**src/rtl/rom_streamer_if.sv**
```systemverilog
// Stream/ROM bundle for rom_streamer: burst request, ROM address/data and the
// ready/valid output stream. The streamer uses the master view.
interface rom_streamer_if #(
   parameter int ADDR_WIDTH = 8,
   parameter int DATA_WIDTH = 8
);
   logic                  start;
   logic [ADDR_WIDTH-1:0] start_addr;
   logic [ADDR_WIDTH:0]   length;
   logic [ADDR_WIDTH-1:0] rom_addr;
   logic [DATA_WIDTH-1:0] rom_data;
   logic [DATA_WIDTH-1:0] out_data;
   logic                  out_valid;
   logic                  out_ready;
   logic                  busy;
   logic                  done;

   modport master (
      input  start, start_addr, length, rom_data, out_ready,
      output rom_addr, out_data, out_valid, busy, done
   );

   modport slave (
      output start, start_addr, length, rom_data, out_ready,
      input  rom_addr, out_data, out_valid, busy, done
   );
endinterface

```
**src/rtl/rom_streamer.sv**
```systemverilog
// Streams a burst of consecutive ROM words (registered ROM, one cycle read
// latency) into a 2-entry ready/valid output FIFO without losing throughput.
module rom_streamer #(
   parameter int ADDR_WIDTH = 8,
   parameter int DATA_WIDTH = 8
) (
   input  logic           clk,
   input  logic           rst,
   rom_streamer_if.master bus
);

   typedef enum logic [1:0] {IDLE, RUN, DRAIN} state_e;

   localparam logic [ADDR_WIDTH:0] REM_ONE = {{ADDR_WIDTH{1'b0}}, 1'b1};

   state_e                state_q, state_d;
   logic [ADDR_WIDTH-1:0] addr_q, addr_d;
   logic [ADDR_WIDTH:0]   remaining_q, remaining_d;
   logic [ADDR_WIDTH-1:0] rom_addr_q, rom_addr_d;
   logic                  pending_q;
   logic                  done_q, done_d;
   logic [DATA_WIDTH-1:0] fifo_q [2];
   logic                  rd_ptr_q, wr_ptr_q;
   logic [1:0]            count_q, count_d;
   logic [2:0]            occupancy;
   logic                  pop, issue;

   // A fetch may only go out if its word is guaranteed a FIFO slot on arrival.
   assign pop       = (count_q != 2'd0) && bus.out_ready;
   assign occupancy = {1'b0, count_q} + {2'b0, pending_q} - {2'b0, pop};
   assign issue     = (state_q == RUN) && (remaining_q != '0) && (occupancy < 3'd2);
   assign count_d   = count_q + {1'b0, pending_q} - {1'b0, pop};

   assign rom_addr_d    = issue ? addr_q : rom_addr_q;
   assign bus.rom_addr  = rom_addr_d;
   assign bus.out_valid = (count_q != 2'd0);
   assign bus.out_data  = fifo_q[rd_ptr_q];
   assign bus.busy      = (state_q != IDLE);
   assign bus.done      = done_q;

   // NOTE: every variable gets a default first so no path leaves it unassigned,
   // which would otherwise infer a latch.
   always_comb begin
      state_d     = state_q;
      addr_d      = addr_q;
      remaining_d = remaining_q;
      done_d      = 1'b0;
      case (state_q)
         IDLE: begin
            if (bus.start) begin
               if (bus.length != '0) begin
                  addr_d      = bus.start_addr;
                  remaining_d = bus.length;
                  state_d     = RUN;
               end else begin
                  done_d = 1'b1;
               end
            end
         end
         RUN: begin
            if (issue) begin
               addr_d      = addr_q + 1'b1;
               remaining_d = remaining_q - REM_ONE;
               if (remaining_q == REM_ONE) state_d = DRAIN;
            end
         end
         DRAIN: begin
            // Look at the post-edge FIFO level so done lands right after the last pop.
            if (!pending_q && count_d == 2'd0) begin
               state_d = IDLE;
               done_d  = 1'b1;
            end
         end
         default: state_d = IDLE;
      endcase
   end

   // NOTE: state uses non-blocking assignments so every register samples the
   // pre-edge values, independent of statement order.
   always_ff @(posedge clk or posedge rst) begin
      if (rst) begin
         state_q     <= IDLE;
         addr_q      <= '0;
         remaining_q <= '0;
         rom_addr_q  <= '0;
         pending_q   <= 1'b0;
         done_q      <= 1'b0;
         rd_ptr_q    <= 1'b0;
         wr_ptr_q    <= 1'b0;
         count_q     <= 2'd0;
         // NOTE: the two FIFO entries are reset because the head drives out_data,
         // which must read zero out of reset.
         for (int i = 0; i < 2; i++) fifo_q[i] <= '0;
      end else begin
         state_q     <= state_d;
         addr_q      <= addr_d;
         remaining_q <= remaining_d;
         rom_addr_q  <= rom_addr_d;
         pending_q   <= issue;
         done_q      <= done_d;
         count_q     <= count_d;
         if (pending_q) begin
            fifo_q[wr_ptr_q] <= bus.rom_data;
            wr_ptr_q         <= ~wr_ptr_q;
         end
         if (pop) rd_ptr_q <= ~rd_ptr_q;
      end
   end

endmodule
```
**src/flat_wrapper.sv**
```systemverilog
// flat-port wrapper written by rule: the top's interface ports become plain ports
module rom_streamer_flat 
#(
   parameter int ADDR_WIDTH = 8,
   parameter int DATA_WIDTH = 8
)
  (clk, rst, bus_start, bus_start_addr, bus_length, bus_rom_data, bus_out_ready, bus_rom_addr, bus_out_data, bus_out_valid, bus_busy, bus_done);
  rom_streamer_if #(.ADDR_WIDTH(ADDR_WIDTH), .DATA_WIDTH(DATA_WIDTH)) bus_i ();
  input  logic clk;
  input  logic rst;
  input wire logic [$bits(bus_i.start)-1:0] bus_start;
  input wire logic [$bits(bus_i.start_addr)-1:0] bus_start_addr;
  input wire logic [$bits(bus_i.length)-1:0] bus_length;
  input wire logic [$bits(bus_i.rom_data)-1:0] bus_rom_data;
  input wire logic [$bits(bus_i.out_ready)-1:0] bus_out_ready;
  output wire logic [$bits(bus_i.rom_addr)-1:0] bus_rom_addr;
  output wire logic [$bits(bus_i.out_data)-1:0] bus_out_data;
  output wire logic [$bits(bus_i.out_valid)-1:0] bus_out_valid;
  output wire logic [$bits(bus_i.busy)-1:0] bus_busy;
  output wire logic [$bits(bus_i.done)-1:0] bus_done;
  assign bus_i.start = bus_start;
  assign bus_i.start_addr = bus_start_addr;
  assign bus_i.length = bus_length;
  assign bus_i.rom_data = bus_rom_data;
  assign bus_i.out_ready = bus_out_ready;
  assign bus_rom_addr = bus_i.rom_addr;
  assign bus_out_data = bus_i.out_data;
  assign bus_out_valid = bus_i.out_valid;
  assign bus_busy = bus_i.busy;
  assign bus_done = bus_i.done;
  rom_streamer #(.ADDR_WIDTH(ADDR_WIDTH), .DATA_WIDTH(DATA_WIDTH)) u_core (.clk(clk), .rst(rst), .bus(bus_i));
endmodule
```
**config.mk**
```make
export PLATFORM = sky130hd
export DESIGN_NAME = rom_streamer_flat
export DESIGN_NICKNAME = d
export VERILOG_FILES = /design/src/rtl/rom_streamer_if.sv /design/src/rtl/rom_streamer.sv /design/src/flat_wrapper.sv
export SDC_FILE = /design/constraint.sdc
export NUM_CORES = 1
export LEC_CHECK = 0
export BUFFER_PORTS_ARGS = -buffer_cell sky130_fd_sc_hd__buf_2
export CORE_UTILIZATION = 30
export CTS_BUF_LIST = sky130_fd_sc_hd__clkbuf_8
export DETAILED_ROUTE_END_ITERATION = 10
export PLACE_DENSITY = 0.5
export REMOVE_ABC_BUFFERS = 1
export SYNTH_ARGS = -nofsm -noshare
export SYNTH_HDL_FRONTEND = slang
export SYNTH_SLANG_ARGS = --single-unit
```
**constraint.sdc**
```tcl
create_clock -name clk -period 3.7 [get_ports clk]
set_clock_uncertainty 0.15 [all_clocks]
set_input_delay 0.74 -clock clk [delete_from_list [all_inputs] [get_ports clk]]
set_output_delay 0.74 -clock clk [all_outputs]
set_load 0.02 [all_outputs]
```
# After elaboration in Yosys (flattened, before gate mapping)
# Index checks and enable logic that the tools add are counted.
[op_classes] n_lt_le_gt_ge=4 n_addsub=6 muxes=25 bitwise_logic=4 n_reduce_logical=15 eq_ne=8
[ops] operator="$mux W8" count=8
[ops] operator="$mux W9" count=3
[ops] operator="$pmux W9 S2" count=1
[ops] operator="$reduce_bool A9 Y1" count=2
[ops] operator="$bwmux W16" count=1
[ops] operator="$pmux W8 S2" count=1
[ops] operator="$mux W2" count=5
[ops] operator="$eq A9 B1 Y1 const B" count=1
[ops] operator="$sub A9 B1 Y9 const B" count=1
[ops] operator="$add A8 B1 Y8 const B" count=1
[ops] operator="$demux W8 S1" count=1
[ops] operator="$ne A2 B1 Y1 const B" count=3
[ops] operator="$pmux W2 S3" count=1
[ops] operator="$reduce_bool A2 Y1" count=3
[ops] operator="$logic_and A1 B1 Y1" count=5
[ops] operator="$reduce_and A5 Y1" count=1
[ops] operator="$ge A2 B2 Y1 const B" count=2
[ops] operator="$logic_not A2 Y1" count=2
[ops] operator="$ne A2 B2 Y1 const B" count=2
[ops] operator="$not A1 Y2" count=2
[ops] operator="$reduce_and A4 Y1" count=1
[ops] operator="$add A2 B1 Y3" count=1
[ops] operator="$lt A3 B2 Y1 const B" count=1
[ops] operator="$mux W1" count=3
[ops] operator="9 further kinds" count=10
[word_totals] reg_bits=49 input_bits=29

# Longest topological paths before layout
[depth] word_depth=7 mapped_depth=12 depth_no_buf=11

# Least setup slack after synthesis
# Ideal clock, no wire load.
[synth_path] path_type="register to output" from="register u_core.count_q[1]" to="output bus_rom_addr[0]" setup_slack_ns=-0.211 path_stages_with_launch=12 arrival_ns=3.021 required_time_ns=2.810 n_path_buf=1 path_cell_list="dfrtp_1 > or2_2 > and2_1 > ha_1 > inv_1 > ha_1 > fa_1 > xnor2_1 > or3_4 > or2_1 > buf_6 > mux2_4"
[synth_via] elab_chain_len=6 word_cells_on_any_way=7 cone_classes="add/sub (2); order compare (1); mux (1); reduce/logical (3)"
[synth_rtl] element="from (decl)" line="rom_streamer.sv:24" source="logic [1:0] count_q, count_d;"
[synth_rtl] element="from (signal assigned)" line="rom_streamer.sv:101" source="count_q <= count_d;"
[synth_rtl] element="$reduce_bool A2 Y1"
[synth_rtl] element="net bus_out_valid" line="flat_wrapper.sv:18" source="output wire logic [$bits(bus_i.out_valid)-1:0] bus_out_valid;"
[synth_rtl] element="$logic_and A1 B1 Y1" line="rom_streamer.sv:29" source="assign pop = (count_q != 2'd0) && bus.out_ready;"
[synth_rtl] element="net u_core.pop" line="rom_streamer.sv:26" source="logic pop, issue;"
[synth_rtl] element="$sub A3 B1 Y3" line="rom_streamer.sv:30" source="assign occupancy = {1'b0, count_q} + {2'b0, pending_q} - {2'b0, pop};"
[synth_rtl] element="$lt A3 B2 Y1" line="rom_streamer.sv:31" source="assign issue = (state_q == RUN) && (remaining_q != '0) && (occupancy < 3'd2);"
[synth_rtl] element="$logic_and A1 B1 Y1" line="rom_streamer.sv:31"
[synth_rtl] element="$mux W8" line="rom_streamer.sv:34" source="assign rom_addr_d = issue ? addr_q : rom_addr_q;"
[synth_rtl] element="to (decl)" line="flat_wrapper.sv:16" source="output wire logic [$bits(bus_i.rom_addr)-1:0] bus_rom_addr;"
# The timed path passes the listed nets, and every way through them passes these cells.

# Worst setup path after layout
[layout_path] from="register u_core.count_q[0]" to="output bus_rom_addr[4]"
[layout_via] elab_chain_len=6 word_cells_on_any_way=7 cone_classes="add/sub (2); order compare (1); mux (1); reduce/logical (3)"
[layout_rtl] element="$reduce_bool A2 Y1" line="rom_streamer.sv:29"
[layout_rtl] element="$logic_and A1 B1 Y1" line="rom_streamer.sv:29"
[layout_rtl] element="net u_core.pop" line="rom_streamer.sv:26"
[layout_rtl] element="$sub A3 B1 Y3" line="rom_streamer.sv:30"
[layout_rtl] element="$lt A3 B2 Y1" line="rom_streamer.sv:31"
[layout_rtl] element="$logic_and A1 B1 Y1" line="rom_streamer.sv:31"
[layout_rtl] element="$mux W8" line="rom_streamer.sv:34"
# The timed path passes the listed nets, and every way through them passes these cells.

==> run metrics <==
count leader, synth dfrtp_1; synth warn 0; Rel. slew slack 0.313; failing checks setup timing; Worst Path Arrival 3.13 ns; clock sink count 49; Detailed Route Iter0 Violations 59; Rows 33; setup TNS -2.54 ns; Critical Path, Cell by Cell or2_4, and2_4, ha_4, inv_2, ha_4, fa_2, or3_4, or2_4, mux2_4, buf_6; placer's final routability congestion estimate 0.813; Synth Instances 237; Crit path largest cell delay 0.42 ns; input/output buffers 47; first drt pass iteration count 4; worst reg2reg startpoint u_core.count_q[0]; Distinct cells, synth 47; CTS Buf Count 5; first-pass GRT wire length 9720 µm; syn avg cell area 10.8 µm²; Max Cap Viol 0; kind of critical path reg -> out; routed vias/inst 4.94; Clock Latency Late Sink 0.30 ns; Final setup viols 8; Crit path max-delay family simple AND/OR/NAND/NOR gates; die height 94.5 µm; leading area contributor after synthesis dfrtp_1; overall global routing resource usage 0.143; final hold viol count 0; total power 3.46 mW; number of global-route vias before repair 1984; CP endpoint kind output pin; root buf cell clkbuf_8; CP Max Fanout 5; Power per Cell Area 1080 mW/mm²; Slew Viols, Final 0; Yosys top cell area share 0.478; ANT nets after route 0; vias 2009; detailed placement HPWL 4160 µm; fraction of layout cells with a size suffix above 1 0.414; dpl ws -0.443 ns; fmax 249 MHz; I/O Pins 48; drt total wl 5990 µm; CTS tree built; Crit-path slowest cell fa_2; die area 0.00893 mm²; Final Critical Period 4.02 ns; HP Class reg -> reg; hold bufs inserted after CTS 0; dominant cells by area after synthesis dfrtp_1, mux2_2, mux2_4; prevailing post-synth register cell dfrtp_1; Initial Util 0.311; Seq/Total Area, Yosys 0.478; Worst-path clk slew 0.09 ns; Synth Cell Area 0.00257 mm²; Ant. Diodes 0; DRC viols 0; HP Start u_core.wr_ptr_q; data required time of the worst path 2.81 ns; Final Cycle Share 1.09; minimum hold slack 0.336 ns; Worst Path Buf+Inv 2; #FFs+latches synth 49; pin count of the biggest net entering global routing 50; Pleak 1.48 nW; RSZ-0062 raised after global routing yes; critical path launch point type flip-flop; Critical Path Start u_core.count_q[0]; reg2reg setup slack 0.39 ns; IR drop worst, VDD 0.486 mV; non-filler cells, final 407; Post-synth EDFFs 0; DP Cell Count 393; ys async rst share 1.00; Post-synth top cells dfrtp_1, mux2_2, nand2_1, nor2_1, a21oi_1; Core Area 0.00826 mm²; worst setup margin -0.324 ns; WL/cell 14.7 µm; status finished, violations left; Slew @ Worst Pin 1.03 ns; CTS Buffer Depth 2; FILL cells 842; Net count, final 337; initial antenna violation count 0; CTS H-tree depth 2; grt ovf 0; P&R area growth vs syn 24.8%; die width 94.5 µm
-- per-layer routing --
layer / vias to the layer above / track usage / share of wire
met3: 10 / 0.0282 / 0.038
met2: 46 / 0.229 / 0.47
met4: 0 / 0.0455 / 0.016
met1: 969 / 0.193 / 0.48
met5: - / 0 / 0
li1: 984 / - / -
-- sequential cells by signal (all words and copies together) (netlist names) --
name / count
u_core.state_q: 2
u_core.fifo_q: 16
u_core.rd_ptr_q: 1
u_core.pending_q: 1
u_core.wr_ptr_q: 1
u_core.count_q: 2
u_core.bus.done: 1
u_core.remaining_q: 9
u_core.addr_q: 8
u_core.rom_addr_q: 8
-- through the flow --
step / utilization / area [µm²]
after floorplan: - / 2480
after global placement: 0.362 / 2990
after detailed placement: 0.362 / 2990
after CTS: 0.385 / 3180
after global routing: 0.388 / 3200
final: 0.388 / 3200
-- path summary, 6_finish.rpt --
path | endpoint | depth (start not counted)
min | u_core.wr_ptr_q | 1
min in group asynchronous | u_core.rom_addr_q[5] | 2
max reg2reg | u_core.addr_q[4] | 12
max in group asynchronous | u_core.addr_q[5] | 2
max | bus_rom_addr[4] | 10
min reg2reg | u_core.wr_ptr_q | 1
-- power breakdown --
group          internal, mW  total [mW]  switching, mW
Sequential            0.804        1.02          0.217
Clock                 0.137       0.326          0.190
Combinational          1.12        2.12          0.993
-- cells by family after synthesis --
kind of cell | count (synthesis) | share of synthesized area
xor gates and xnor gates | 3 | 0.0102
muxes | 34 | 0.158
DFF | 49 | 0.478
adders and majority gates | 7 | 0.0371
and+or+nand+nor | 72 | 0.146
buffers and inverters | 22 | 0.0463
AOI/OAI and AO/OA | 50 | 0.124
-- placed cells by master, fill, tap and decap left out, types with 4 or more instances in the layout --
cell type	count
dfrtp_1	49
buf_2	39
mux2_2	24
buf_4	21
nand2_1	18
nor2_1	14
a21oi_1	12
a31oi_1	10
o21ai_0	9
nand3_1	8
inv_1	8
mux2_4	8
buf_6	8
nor3_1	6
o22ai_1	5
clkbuf_8	5
nor4_1	4
nand2b_1	4
ha_1	4
-- area by class of cell --
cell class,instances,area [µm²],share of cell area
Clock buffer,5,68.8,0.0215
Clock inverter,3,25.0,0.00781
Inverter,10,37.5,0.0117
Multi-Input combinational cell,167,1270,0.397
Sequential cell,49,1230,0.383
Tap cell,105,131,0.0410
Timing Repair Buffer,68,443,0.138
-- repair_timing --
action | 4_1_cts | 5_1_grt
pin swaps | 8 | 4
buffers inserted | 4 | 2
setup endpoints to repair | 8 | 8
resized for setup | 23 | 3
cloned | 1 | 0
No activity file was read; power rests on OpenSTA's default activity.
